===== config.mk =====
export PLATFORM = sky130hd
export DESIGN_NAME = dsc_reg_shadow_flat
export DESIGN_NICKNAME = d
export VERILOG_FILES = /design/src/rtl/dsc_reg_shadow_if.sv /design/src/rtl/dsc_reg_shadow.sv /design/src/flat_wrapper.sv
export SDC_FILE = /design/constraint.sdc
export NUM_CORES = 1
export LEC_CHECK = 0
export CAP_MARGIN = 30
export CORE_MARGIN = 1
export CORE_UTILIZATION = 50
export DETAILED_ROUTE_END_ITERATION = 10
export GPL_TIMING_DRIVEN = 1
export PLACE_DENSITY = 0.75
export SYNTH_ARGS = -nofsm -noshare
export SYNTH_HDL_FRONTEND = slang
export SYNTH_SLANG_ARGS = --single-unit

===== constraint.sdc =====
create_clock -name clk -period 2.1 [get_ports clk]
set_input_delay 0.42 -clock clk [delete_from_list [all_inputs] [get_ports clk]]
set_output_delay 0.42 -clock clk [all_outputs]
set_load 0.02 [all_outputs]

===== src/rtl/dsc_reg_shadow_if.sv =====
// Bus between the snapshot controller, the CPU debug register file and the screen core.
interface dsc_reg_shadow_if #(
  parameter int unsigned DW = 32,
  parameter int unsigned AW = 5
);
  logic          en;
  logic          freeze;
  logic          vsync;
  logic          snap_req;
  logic [AW-1:0] src_addr;
  logic [DW-1:0] src_data;
  logic [AW-1:0] regAddr;
  logic [DW-1:0] regData;
  logic          busy;
  logic          snap_done;
  logic [15:0]   snap_cnt;

  modport master (
    output en, freeze, vsync, snap_req, src_data, regAddr,
    input  src_addr, regData, busy, snap_done, snap_cnt
  );

  modport slave (
    input  en, freeze, vsync, snap_req, src_data, regAddr,
    output src_addr, regData, busy, snap_done, snap_cnt
  );
endinterface


===== src/rtl/dsc_reg_shadow.sv =====
// Snapshot controller: copies the CPU debug register file into a shadow bank on
// each vsync edge or manual request, so the screen core sees one coherent set per frame.
module dsc_reg_shadow #(
  parameter int unsigned DW     = 32,
  parameter int unsigned AW     = 5,
  parameter bit          VS_POL = 1'b0
) (
  input  logic             clk,
  input  logic             resetn,
  dsc_reg_shadow_if.slave  bus
);

  localparam int unsigned   DEPTH = 2 ** AW;
  localparam logic [AW-1:0] LAST  = AW'(DEPTH - 1);

  typedef enum logic {IDLE, COPY} state_t;

  state_t        state;
  logic          pend;
  logic          vs_q;
  logic          busy_q;
  logic          done_q;
  logic [AW-1:0] src_addr_q;
  logic [15:0]   cnt_q;
  logic [DW-1:0] shadow [DEPTH];

  logic vs_edge_c;
  logic trig_c;

  // A simultaneous vsync edge and manual request collapse into a single trigger.
  assign vs_edge_c = (bus.vsync == VS_POL) && (vs_q != VS_POL);
  assign trig_c    = bus.en && ((vs_edge_c && !bus.freeze) || bus.snap_req);

  assign bus.src_addr  = src_addr_q;
  assign bus.busy      = busy_q;
  assign bus.snap_done = done_q;
  assign bus.snap_cnt  = cnt_q;
  assign bus.regData   = shadow[bus.regAddr];

  // Copy sequencer; triggers arriving mid-copy coalesce into one follow-up pass.
  always_ff @(posedge clk or negedge resetn) begin
    if (!resetn) begin
      state      <= IDLE;
      pend       <= 1'b0;
      vs_q       <= ~VS_POL;
      busy_q     <= 1'b0;
      done_q     <= 1'b0;
      src_addr_q <= '0;
      cnt_q      <= '0;
      for (int i = 0; i < int'(DEPTH); i++) begin
        shadow[i] <= '0;
      end
    end else begin
      vs_q   <= bus.vsync;
      done_q <= 1'b0;
      case (state)
        IDLE: begin
          if (trig_c) begin
            state      <= COPY;
            src_addr_q <= '0;
            busy_q     <= 1'b1;
          end
        end
        COPY: begin
          shadow[src_addr_q] <= bus.src_data;
          if (src_addr_q == LAST) begin
            done_q     <= 1'b1;
            cnt_q      <= cnt_q + 16'd1;
            src_addr_q <= '0;
            // A trigger on the final cycle is served exactly like an earlier one.
            if (pend || trig_c) begin
              pend <= 1'b0;
            end else begin
              state  <= IDLE;
              busy_q <= 1'b0;
            end
          end else begin
            src_addr_q <= src_addr_q + AW'(1);
            if (trig_c) begin
              pend <= 1'b1;
            end
          end
        end
        default: state <= IDLE;
      endcase
    end
  end

endmodule

===== src/flat_wrapper.sv =====
// flat-port wrapper written by rule: the top's interface ports become plain ports
module dsc_reg_shadow_flat 
#(
  parameter int unsigned DW     = 32,
  parameter int unsigned AW     = 5,
  parameter bit          VS_POL = 1'b0
)
  (clk, resetn, bus_en, bus_freeze, bus_vsync, bus_snap_req, bus_src_data, bus_regAddr, bus_src_addr, bus_regData, bus_busy, bus_snap_done, bus_snap_cnt);
  dsc_reg_shadow_if #(.DW(DW), .AW(AW)) bus_i ();
  input  logic clk;
  input  logic resetn;
  input wire logic [$bits(bus_i.en)-1:0] bus_en;
  input wire logic [$bits(bus_i.freeze)-1:0] bus_freeze;
  input wire logic [$bits(bus_i.vsync)-1:0] bus_vsync;
  input wire logic [$bits(bus_i.snap_req)-1:0] bus_snap_req;
  input wire logic [$bits(bus_i.src_data)-1:0] bus_src_data;
  input wire logic [$bits(bus_i.regAddr)-1:0] bus_regAddr;
  output wire logic [$bits(bus_i.src_addr)-1:0] bus_src_addr;
  output wire logic [$bits(bus_i.regData)-1:0] bus_regData;
  output wire logic [$bits(bus_i.busy)-1:0] bus_busy;
  output wire logic [$bits(bus_i.snap_done)-1:0] bus_snap_done;
  output wire logic [$bits(bus_i.snap_cnt)-1:0] bus_snap_cnt;
  assign bus_i.en = bus_en;
  assign bus_i.freeze = bus_freeze;
  assign bus_i.vsync = bus_vsync;
  assign bus_i.snap_req = bus_snap_req;
  assign bus_i.src_data = bus_src_data;
  assign bus_i.regAddr = bus_regAddr;
  assign bus_src_addr = bus_i.src_addr;
  assign bus_regData = bus_i.regData;
  assign bus_busy = bus_i.busy;
  assign bus_snap_done = bus_i.snap_done;
  assign bus_snap_cnt = bus_i.snap_cnt;
  dsc_reg_shadow #(.DW(DW), .AW(AW), .VS_POL(VS_POL)) u_core (.clk(clk), .resetn(resetn), .bus(bus_i));
endmodule

==> flow_summary.ini, run 1 <==
[pwr]
p_per_area_mw_per_mm2 = 1340
vdd_drop_max_uv = 801
total_leakage_power_nw = 26.6

[clock_network]
cts_made_buffers = 110
cts_root_buf = clkbuf_16
ctsLongestPathBuffers = 3
cts_tree = yes
clk_latency_ns = 0.69
cts_sinks = 1050
path_clk_slew_ns = 0.06
cts_max_level = 3

[final_layout]
area_growth_pct = 21.4
layout_common_cells = 1046 x dfrtp_1, 1006 x mux2_2, 502 x mux2i_1
nets = 3844
finalNonFillerCells = 5147
final_common_cell = dfrtp_1
fin_util = 0.613
drive_above_1_share = 0.439

[timing]
skew_ns = 0.0293
relSlewSlack = 0.552
fmax_ghz = 0.395
rsz0062_at_grt = true
final-max-slew-violation-count = 0
final-hold-violation-count = 0
fin_crit_sh = 1.21
tns_ns = -10.21
period_minus_slack_ns = 2.53
layout_setup_ws_ns = -0.432
finalSetupViolCount = 32
tightest_slew_ns = 0.671
whs_ns = 0.169

[worst_setup_path]
worstPathMaxFanout = 2
r2r_cells = 6
cp-start-kind = register
critPathKind = reg -> out
arrival_ns = 2.11
required_ns = 1.68
endpoint_kind = output pin

[synth]
synth_mux_area_frac = 0.347
yosysUniqueCellTypes = 35
syn_inst = 3549
yosysWarningCount = 0
synth_compound_area_frac = 0.0422
synthAdderAreaFrac = 0.00156
synth_top_family_by_area = multiplexers
ys_ff_latch = 1050
synth_xor_xnor_area_share = 0.00273
synth_ff_type = dfrtp_1
syn_area_sq_mm = 0.0481
synthSimpleGateAreaFrac = 0.0296
syn_nets = 3598
async_flop_share = 1.00
avgSynthCellArea_sq_um = 13.5
yosysSeqAreaShare = 0.547
synth_edf_count = 0

[routing]
vias = 30700
m1WireLength_microns = 56000
first_pass_iters = 7
routed_wl_microns = 131000
drt-initial-drc-count = 2427
via_per_inst = 5.97
drt-wirelength-per-cell_microns = 25.4
detail-route-antenna-nets = 0
drc = 0
top_layer_used = met4
wl_met2_microns = 62100
dr_wl_met3_microns = 7460

[global_routing]
antenna_found_initial = 1
grt_pass1_wl_microns = 201000
grt_max_degree = 87
gr-total-overflow = 0
grt_pass1_vias = 32500
grt_use_total = 0.270

[run]
cap_violations = 0

[floorplan]
start_util = 0.505
ios = 98
dieArea_sq_mm = 0.0974
core_area_sq_mm = 0.0952
die_h_microns = 312
std_cell_rows = 113
die-width_microns = 312

[outcome]
violations = setup timing
status = complete, but fails checks

[placement]
gp_congestion = 0.835
dp.final_hpwl_microns = 80100
dp_slack_ns = -1.37
port-buffer-count = 97
dp_cells = 4912

[min_path]
holdCritPathClass = in -> reg
min_path_cells = 1
## Yosys cell counts (all sizes together), types with 2 or more instances
cell	count	area (sq um)
nand3	105	526
nand2	113	424
nor2b	3	18.8
ha	6	75.1
a31oi	32	200
inv	2	7.51
a22oi	96	721
and2	2	12.5
dfrtp	1049	26300
buf	196	930
and3	5	31.3
xor2	5	43.8
nand2b	6	37.5
or2	3	18.8
o21ai	7	35.0
xnor2	10	87.6
nor3	32	160
nor2	38	143
a22o	64	561
clkbuf	129	517
o31ai	2	15.0
and4	2	17.5
mux2	1025	11500
a21oi	98	490
mux2i	512	5120
nand4	3	18.8
## kinds of logic (layout without fill, tap and decap cells)
group / after synthesis / after routing
flops: 1050 / 1050
simple gates: 314 / 314
buf+inv: 327 / 659
other cells: 0 / 1
compound gates: 300 / 300
xor+xnor: 15 / 15
mux: 1537 / 1537
fa+ha+maj: 6 / 6
## where the power goes
| part | switching [W] | internal, W |
|---|---|---|
| registers | 0.00496 | 0.0297 |
| logic | 0.0103 | 0.0136 |
| clock network | 0.00806 | 0.0117 |
## per-stage QoR
stage / instance area (sq um) / total power, W
final: 58400 / 0.0785
after CTS: 58100 / 0.0783
after floorplan: 48200 / 0.0496
after global routing: 58400 / 0.0823
after detailed placement: 53500 / 0.0579
after global placement: 53500 / 0.0567
## flip-flops by register name, indices dropped and copies added (netlist names)
signal / flops
u_core.bus.snap_cnt: 16
u_core.vs_q: 1
u_core.state: 1
u_core.bus.snap_done: 1
u_core.bus.busy: 1
u_core.bus.src_addr: 5
u_core.pend: 1
u_core.shadow: 1024
## per-layer routing
| metal | GRT usage | vias up |
|---|---|---|
| met5 | 0 | - |
| met4 | 0.110 | 0 |
| met2 | 0.434 | 839 |
| met3 | 0.0500 | 269 |
| li1 | - | 13300 |
| met1 | 0.363 | 16300 |
## cell type report
type,instances,area [sq um]
tap,1265,1580
antenna,1,2.50
inverter,2,7.51
multi-input combinational,2172,21200
clock buffer,162,3240
sequential,1050,26300
clock inverter,36,443
timing repair buffer,459,5640
fill,6994,36800
## timing repair
action / in CTS / in global routing
cloned: 8 / 2
gates resized for setup: 313 / 30
pin swaps: 71 / 45
endpoints found under the hold margin: 338 / 0
hold buffers: 1 / 0
setup buffers: 25 / 11
setup endpoints to repair: 56 / 39
## final timing paths
kind	from	end	slack (ns)
max	u_core.shadow[778]$_DFFE_PN0P_	bus_regData[10]	-0.43
min	bus_vsync	u_core.vs_q$_DFF_PN1_	0.17
max reg2reg	u_core.bus.src_addr[3]$_DFFE_PN0P_	u_core.shadow[988]$_DFFE_PN0P_	0.07
min reg2reg	u_core.bus.snap_cnt[15]$_DFFE_PN0P_	u_core.bus.snap_cnt[15]$_DFFE_PN0P_	0.46
max in group asynchronous	resetn	u_core.bus.src_addr[0]$_DFFE_PN0P_	0.90
min in group asynchronous	resetn	u_core.bus.snap_cnt[6]$_DFFE_PN0P_	0.49
## critical path, stage by stage (launching register included)
cell     delay, ns
dfrtp_1       0.38
mux2i_1       0.24
a22o_1        0.19
nor3_1        0.05
a31oi_2       0.23
nand3_2       0.16
buf_6         0.17
Note: power is estimated with default switching activity, not from simulation.
==> run 2: changes to the inputs <==
Settings changed: CELL_PAD_IN_SITES_DETAIL_PLACEMENT set to 0, CELL_PAD_IN_SITES_GLOBAL_PLACEMENT set to 1, CORE_UTILIZATION 50 to 47, HOLD_SLACK_MARGIN set to 0.15, PLACE_DENSITY 0.75 to 0.82.
==> run 2 against run 1 <==
  * The flow still finishes with violations (setup timing)
  * Sequential power about the same
  * Critical path depth unchanged
  * Register-to-register slack got worse by 0.04 ns
  * Clock skew decreased by 0.0015 ns
  * Wire length decreased by 0.80%
  * Sequential share of layout area decreased by 0.46 points
  * Die area increased by 6.3%
  * Core utilization decreased by 2.8 points
  * First-iteration DRC count decreased by 13%
  * Critical endpoint is now bus_regData[5]
==> flow_summary.ini, run 2 (synthesis results as in run 1) <==
[timing]
tightest_slew_ns = 0.572
skew_ns = 0.0278
fin_crit_sh = 1.18
rsz0062_at_grt = true
fmax_ghz = 0.405
final-hold-violation-count = 0
period_minus_slack_ns = 2.47
tns_ns = -10.0
final-max-slew-violation-count = 0
finalSetupViolCount = 32
whs_ns = 0.199
layout_setup_ws_ns = -0.369
relSlewSlack = 0.619

[final_layout]
antenna_cells = 0
drive_above_1_share = 0.440
nets = 3867
layout_common_cells = 1045 x dfrtp_1, 1006 x mux2_2, 502 x mux2i_1
area_growth_pct = 22.7
fillers = 7913
fin_util = 0.585
largest_register_ff_count = 1024
regMostFlops = u_core.shadow
final_common_cell = dfrtp_1

[clock_network]
cts_tree = yes
path_clk_slew_ns = 0.06
cts_max_level = 3
clk_latency_ns = 0.69
cts_root_buf = clkbuf_16
cts_sinks = 1050
cts_made_buffers = 112
ctsLongestPathBuffers = 3

[worst_setup_path]
cp-start-kind = register
startpoint = u_core.shadow[773]$_DFFE_PN0P_
required_ns = 1.68
endpoint_kind = output pin
worstPathMaxFanout = 2
reg2reg_slack_ns = 0.03
arrival_ns = 2.05
critPathKind = reg -> out
r2r-start = u_core.bus.src_addr[1]$_DFFE_PN0P_

[placement]
dp_slack_ns = -1.38
gp_congestion = 0.792
port-buffer-count = 97
dp.final_hpwl_microns = 79100

[global_routing]
grt_pass1_vias = 31900
antenna_found_initial = 0
gr-total-overflow = 0
grt_pass1_wl_microns = 201000
grt_max_degree = 84
grt_use_total = 0.254

[routing]
routed_wl_microns = 130000
first_pass_iters = 5
via_per_inst = 5.78
drc = 0
drt-initial-drc-count = 2107
detail-route-antenna-nets = 0
drt-wirelength-per-cell_microns = 24.6
vias = 30400

[pwr]
total_leakage_power_nw = 26.8
p_per_area_mw_per_mm2 = 1330
vdd_drop_max_uv = 716
finalPower_w = 0.0786

[floorplan]
std_cell_rows = 116
start_util = 0.477
ios = 98
die-width_microns = 322
die_h_microns = 322
core_area_sq_mm = 0.101
dieArea_sq_mm = 0.104

[run]
cap_violations = 0

[outcome]
status = complete, but fails checks
violations = setup timing

[min_path]
holdCritPathClass = in -> async
==> run 2: metal layers <==
metal | global-route usage | vias up | routed length [microns]
li1 | - | 13400 | -
met1 | 0.355 | 16200 | 57900
met2 | 0.403 | 674 | 61200
met3 | 0.0397 | 207 | 6450
met4 | 0.0875 | 0 | 4180
met5 | 0 | - | 0
==> run 2: final timing paths <==
check                      depth (start not counted)                             endpoint
min                                                2       u_core.shadow[722]$_DFFE_PN0P_
max reg2reg                                        8       u_core.shadow[593]$_DFFE_PN0P_
max                                                6                       bus_regData[5]
min in group clk                                   1                u_core.vs_q$_DFF_PN1_
min reg2reg                                        1  u_core.bus.snap_cnt[15]$_DFFE_PN0P_
max in group asynchronous                          4       u_core.shadow[678]$_DFFE_PN0P_
==> run 2: critical path, cell delays in order, from the launching register on <==
cell,delay (ns)
dfrtp_1,0.38
mux2i_1,0.20
a22o_1,0.17
nor3_1,0.04
a31oi_1,0.20
nand3_1,0.19
buf_6,0.18
==> run 2: cell type report <==
cell class              instances  area (sq um)  area share
repair buffers                480          6140       0.104
multi-input cells            2172         21000       0.357
inverters                       2          7.51    0.000127
well taps                    1357          1700      0.0288
clock buffers                 167          3310      0.0562
clock inverters                37           500     0.00849
flip-flops and latches       1050         26300       0.446
==> run 2: what timing repair did <==
item | in CTS | in global routing
hold buffers | 1 | 0
gates resized for setup | 285 | 41
hold endpoints to repair | 342 | 0
cloned | 10 | 0
buffers inserted | 32 | 21
setup endpoints to repair | 54 | 44
pin swaps | 69 | 57
==> run 2: where the power goes <==
| group | total [W] | internal [W] | switching [W] | leakage, nW |
|---|---|---|---|---|
| Combinational | 0.0237 | 0.0136 | 0.0101 | 11.8 |
| Sequential | 0.0346 | 0.0297 | 0.00486 | 13.1 |
| Clock | 0.0203 | 0.0122 | 0.00814 | 1.87 |
==> run 2: metrics by stage <==
stage | instances | instance area, sq um
4_1_cts | 5244 | 58600
5_1_grt | 5265 | 59000
3_5_place_dp | 4998 | 53800
3_3_place_gp | 4998 | 53800
2_1_floorplan | 3549 | 48200
6_report | 5265 | 59000
==> run 3: changes to the inputs <==
Settings changed: CORE_UTILIZATION 47 to 50, GPL_TIMING_DRIVEN 1 to not set, PLACE_DENSITY 0.82 to 0.83.
Clock period 2.1 ns to 2.92 ns, I/O delays scaled along.
==> run 3 against run 2 <==
  * The run now ends clean
  * Via count is 1.0% lower
  * Clock power is 26% lower
  * Die area is 6.0% lower
  * Critical path depth is 6 higher
  * Combinational power is 32% lower
  * Sequential cell count stayed put
  * Clock-buffer cell count is 2 higher
  * Core utilization is 1.5 points higher
  * Register-to-register slack better by 0.36 ns
  * Sequential share of layout area is 1.4 points higher
  * Worst hold slack better by 0.13 ns
  * First-iteration DRC count is 6.9% higher
==> flow_summary.ini, run 3 (synthesis results as in run 1) <==
[floorplan]
ios = 98
die_h_microns = 312
start_util = 0.505
dieArea_sq_mm = 0.0974
core_area_sq_mm = 0.0952
die-width_microns = 312
std_cell_rows = 113

[pwr]
p_comb_frac = 0.289
pwr-share-clk = 0.268
p_per_area_mw_per_mm2 = 981
swShare = 0.295
total_leakage_power_nw = 26.0
p_sw_w = 0.0166
vdd_drop_max_uv = 612
intPower_w = 0.0395
finalPower_w = 0.0560
seq_power_share = 0.443

[final_layout]
layout_common_cells = 1049 x dfrtp_1, 1006 x mux2_2, 510 x mux2i_1
drive_above_1_share = 0.421
fin_area_sq_mm = 0.0571
area_growth_pct = 18.8
fillers = 7357
nets = 3787
largest_register_ff_count = 1024
regMostFlops = u_core.shadow
antenna_cells = 0
fin_util = 0.600
final_common_cell = dfrtp_1

[min_path]
min_path_cells = 1
holdCritPathClass = in -> reg

[worst_setup_path]
endpoint_kind = output pin
r2r-start = u_core.bus.src_addr[1]$_DFFE_PN0P_
startpoint = bus_regAddr[2]
r2r_end = u_core.shadow[584]$_DFFE_PN0P_
critPathKind = in -> out
r2r_cells = 6
worstPathMaxFanout = 7
endpoint = bus_regData[29]
cp-start-kind = input port
arrival_ns = 2.31
reg2reg_slack_ns = 0.39
required_ns = 2.34

[global_routing]
gr-total-overflow = 0
antenna_found_initial = 1
grt_use_total = 0.264
grt_max_degree = 96
grt_pass1_wl_microns = 198000
grt_pass1_vias = 31700

[clock_network]
cts_root_buf = clkbuf_16
cts_sinks = 1050
cts_max_level = 3
clk_latency_ns = 0.71
cts_tree = yes
ctsLongestPathBuffers = 3
cts_made_buffers = 111
path_clk_slew_ns = 0.06

[timing]
skew_ns = 0.0286
relSlewSlack = 0.309
final-hold-violation-count = 0
final-max-slew-violation-count = 0
period_minus_slack_ns = 2.89
layout_setup_ws_ns = 0.0291
finalSetupViolCount = 0
fin_crit_sh = 0.990
tightest_slew_ns = 1.03
fmax_ghz = 0.346
tns_ns = 0

[routing]
first_pass_iters = 5
routed_wl_microns = 127000
drc = 0
detail-route-antenna-nets = 0
vias = 30100
drt-initial-drc-count = 2252
drt-wirelength-per-cell_microns = 24.9
via_per_inst = 5.91

[placement]
port-buffer-count = 97
dp.final_hpwl_microns = 77900
dp_slack_ns = -0.960
gp_congestion = 0.792
place_area_sq_mm = 0.0526

[outcome]
status = finished clean

[run]
cap_violations = 0
==> run 3: timing repair <==
| item | 4_1_cts | 5_1_grt |
|---|---|---|
| buffers inserted | 13 | 0 |
| pin swaps | 22 | 10 |
| gates cloned | 4 | 0 |
| hold endpoints to repair | 29 | 0 |
| gates resized for setup | 201 | 24 |
| endpoints found under the setup margin | 32 | 26 |
| hold buffers | 1 | 0 |
==> run 3: power by group through the flow <==
stage	combinational (W)	clock, W	sequential (W)
after floorplan	0.0116	0	0.0240
after global placement	0.0156	0	0.0246
after detailed placement	0.0161	0	0.0250
after CTS	0.0162	0.0153	0.0248
after global routing	0.0174	0.0159	0.0257
final	0.0162	0.0150	0.0248
==> run 3: how the worst min path moves through the flow <==
stage                                        startpoint                                   to
floorplan                                        resetn          u_core.bus.busy$_DFFE_PN0P_
global route                                  bus_vsync                u_core.vs_q$_DFF_PN1_
global placement         u_core.shadow[706]$_DFFE_PN0P_       u_core.shadow[706]$_DFFE_PN0P_
detailed placement  u_core.bus.snap_cnt[15]$_DFFE_PN0P_  u_core.bus.snap_cnt[15]$_DFFE_PN0P_
finish                                        bus_vsync                u_core.vs_q$_DFF_PN1_
CTS                                           bus_vsync                u_core.vs_q$_DFF_PN1_
==> run 3: routing by layer <==
metal / share of wire / up-vias / GRT usage
li1: - / 13200 / -
met1: 0.45 / 15900 / 0.376
met2: 0.46 / 755 / 0.412
met3: 0.053 / 227 / 0.0473
met4: 0.031 / 2 / 0.0837
met5: 0.00010 / - / 0
==> run 3: area by class of cell <==
cell class	instances	area [sq um]	area share
multi-input cells	2172	20900	0.366
well taps	1265	1580	0.0277
flip-flops and latches	1050	26300	0.460
clock buffers	169	3370	0.0590
inverters	2	7.51	0.000131
clock inverters	38	569	0.00997
repair buffers	401	4390	0.0770
==> run 3: per-stage QoR <==
step	cells	hold WS [ns]
floorplan	3549	0.288
global placement	4871	0.467
detailed placement	4871	0.458
CTS	5096	0.283
global route	5097	0.308
finish	5097	0.325
==> run 3: worst max-delay path, stage by stage <==
cell and delay, ns:
buf_2 0.16, buf_4 0.15, nor2_4 0.14, buf_12 0.14, buf_12 0.14, buf_4 0.12
buf_4 0.09, a22o_1 0.13, nor3_2 0.05, a31oi_1 0.22, nand3_1 0.18, buf_6 0.18
==> RTL change (flow settings as in run 2) <==
`DW` is set to 32 in 3 places; all go to 36.
--- a/src/rtl/dsc_reg_shadow_if.sv
+++ b/src/rtl/dsc_reg_shadow_if.sv
@@ -1,5 +1,5 @@
 // Bus between the snapshot controller, the CPU debug register file and the screen core.
 interface dsc_reg_shadow_if #(
-  parameter int unsigned DW = 32,
+  parameter int unsigned DW = 36,
   parameter int unsigned AW = 5
 );
--- a/src/rtl/dsc_reg_shadow.sv
+++ b/src/rtl/dsc_reg_shadow.sv
@@ -2,5 +2,5 @@
 // each vsync edge or manual request, so the screen core sees one coherent set per frame.
 module dsc_reg_shadow #(
-  parameter int unsigned DW     = 32,
+  parameter int unsigned DW     = 36,
   parameter int unsigned AW     = 5,
   parameter bit          VS_POL = 1'b0
--- a/src/flat_wrapper.sv
+++ b/src/flat_wrapper.sv
@@ -2,5 +2,5 @@
 module dsc_reg_shadow_flat 
 #(
-  parameter int unsigned DW     = 32,
+  parameter int unsigned DW     = 36,
   parameter int unsigned AW     = 5,
   parameter bit          VS_POL = 1'b0
Ports: changed (resized bus_regData and bus_src_data); port bits go from 98 to 106. The function was not compared with the original's and may differ.
==> RTL change against run 2 <==
The flow still finishes with violations (setup timing); sequential power is 12% higher; synthesized area is 12% higher; non-clock buffer count is 68 higher; combinational power is 13% higher; final area is 12% higher; worst setup slack worse by 0.12 ns; synthesized cell count is 12% higher; sequential cell count is 128 higher; via count is 13% higher; total power is 12% higher; count of clock-buffer cells in the layout is 8 higher; routed wire length is 15% higher.
==> RTL change: results <==
export IMPL_outcome="finished, violations left"
export IMPL_violations="setup timing"
export IMPL_gp_congestion=0.819
export IMPL_grtUsageMet3_pct=3.79
export IMPL_buffers=548
export IMPL_switching_share_pct=30.0
export IMPL_p_leak_nw=30.0
export IMPL_grt_max_degree=101
export IMPL_ys_top_cells_by_area="dfrtp_1 (54%), mux2_2 (24%), mux2i_1 (11%), a22oi_1 (1.5%), a22o_1 (1.2%)"
export IMPL_setup_viol=36
export IMPL_grt_pass1_wl_um=228000
export IMPL_fin_tns_setup_ns=-12.86
export IMPL_drt_met1_wl_um=67500
export IMPL_worst_slack_ns=-0.486
export IMPL_fin_skew_ns=0.0254
export IMPL_ctsHoldBuffers=2
export IMPL_synth_fa_ha_area_share_pct=0.139
export IMPL_viasPerCell=5.85
export IMPL_synth_seq_area_share_pct=54.5
export IMPL_arrival_ns=2.17
export IMPL_syn_nets=4014
export IMPL_layout_nonclk_buf_share_pct=10.2
export IMPL_ir_worst_vdd_v=0.000869
export IMPL_pg_clk_mw=22.2
export IMPL_synth_mux_area_fraction_pct=34.7
export IMPL_path_delay_family="compound AO/OA/AOI/OAI gates"
export IMPL_largest_reg_flops=1152
export IMPL_clkbuf_count=175
export IMPL_stdcell_count=5894
export IMPL_placed_area_um2=60200
export IMPL_numPortBuffers=105
export IMPL_synth_common_cells="dfrtp_1 (1177), mux2_2 (1153), mux2i_1 (576)"
export IMPL_grtUsageMet1_pct=37.1
export IMPL_fillers=9099
export IMPL_synth_compound_area_share_pct=4.21
export IMPL_multi_input_area_share_pct=35.8
export IMPL_grt_pass1_vias=36024
export IMPL_die_w_um=341
export IMPL_synth_xor_area_share_pct=0.243
export IMPL_grtUsageMet2_pct=40.6
export IMPL_cts_resized_gates=278
export IMPL_preCtsSetupSlack_ns=-1.38
export IMPL_dp_cells=5594
export IMPL_seq_share_pct=44.8
export IMPL_relSlewSlack_pct=60.7
export IMPL_drive_above_1_share_pct=44.8
export IMPL_worst_pin_slew_ns=0.590
export IMPL_cts_buffers=120
export IMPL_routedWlPerCell_um=25.4
export IMPL_power_density_nw_per_um2=1340
export IMPL_avgSynthCellArea_um2=13.6
export IMPL_drtIter0Drc=2698
export IMPL_grt_usage_pct=25.7
==> RTL change: changes by cell type after synthesis, sizes merged, moves of 23 or more <==
cell,delta
mux2i,+64
dfrtp,+128
buf,+23
mux2,+128
==> RTL change: path summary, 6_finish.rpt <==
| kind | to | cells past startpoint | slack (ns) | startpoint |
|---|---|---|---|---|
| worst max-delay path | bus_regData[0] | 6 | -0.49 | u_core.shadow[1044]$_DFFE_PN0P_ |
| worst min-delay path | u_core.shadow[194]$_DFFE_PN0P_ | 2 | 0.19 | resetn |
| worst max register to register | u_core.shadow[921]$_DFFE_PN0P_ | 7 | 0.05 | u_core.bus.src_addr[0]$_DFFE_PN0P_ |
| worst min register to register | u_core.bus.snap_cnt[15]$_DFFE_PN0P_ | 1 | 0.47 | u_core.bus.snap_cnt[15]$_DFFE_PN0P_ |
| max in group asynchronous | u_core.bus.snap_cnt[14]$_DFFE_PN0P_ | 5 | 0.93 | resetn |
| min in group clk | u_core.state$_DFF_PN0_ | 3 | 0.36 | bus_en |
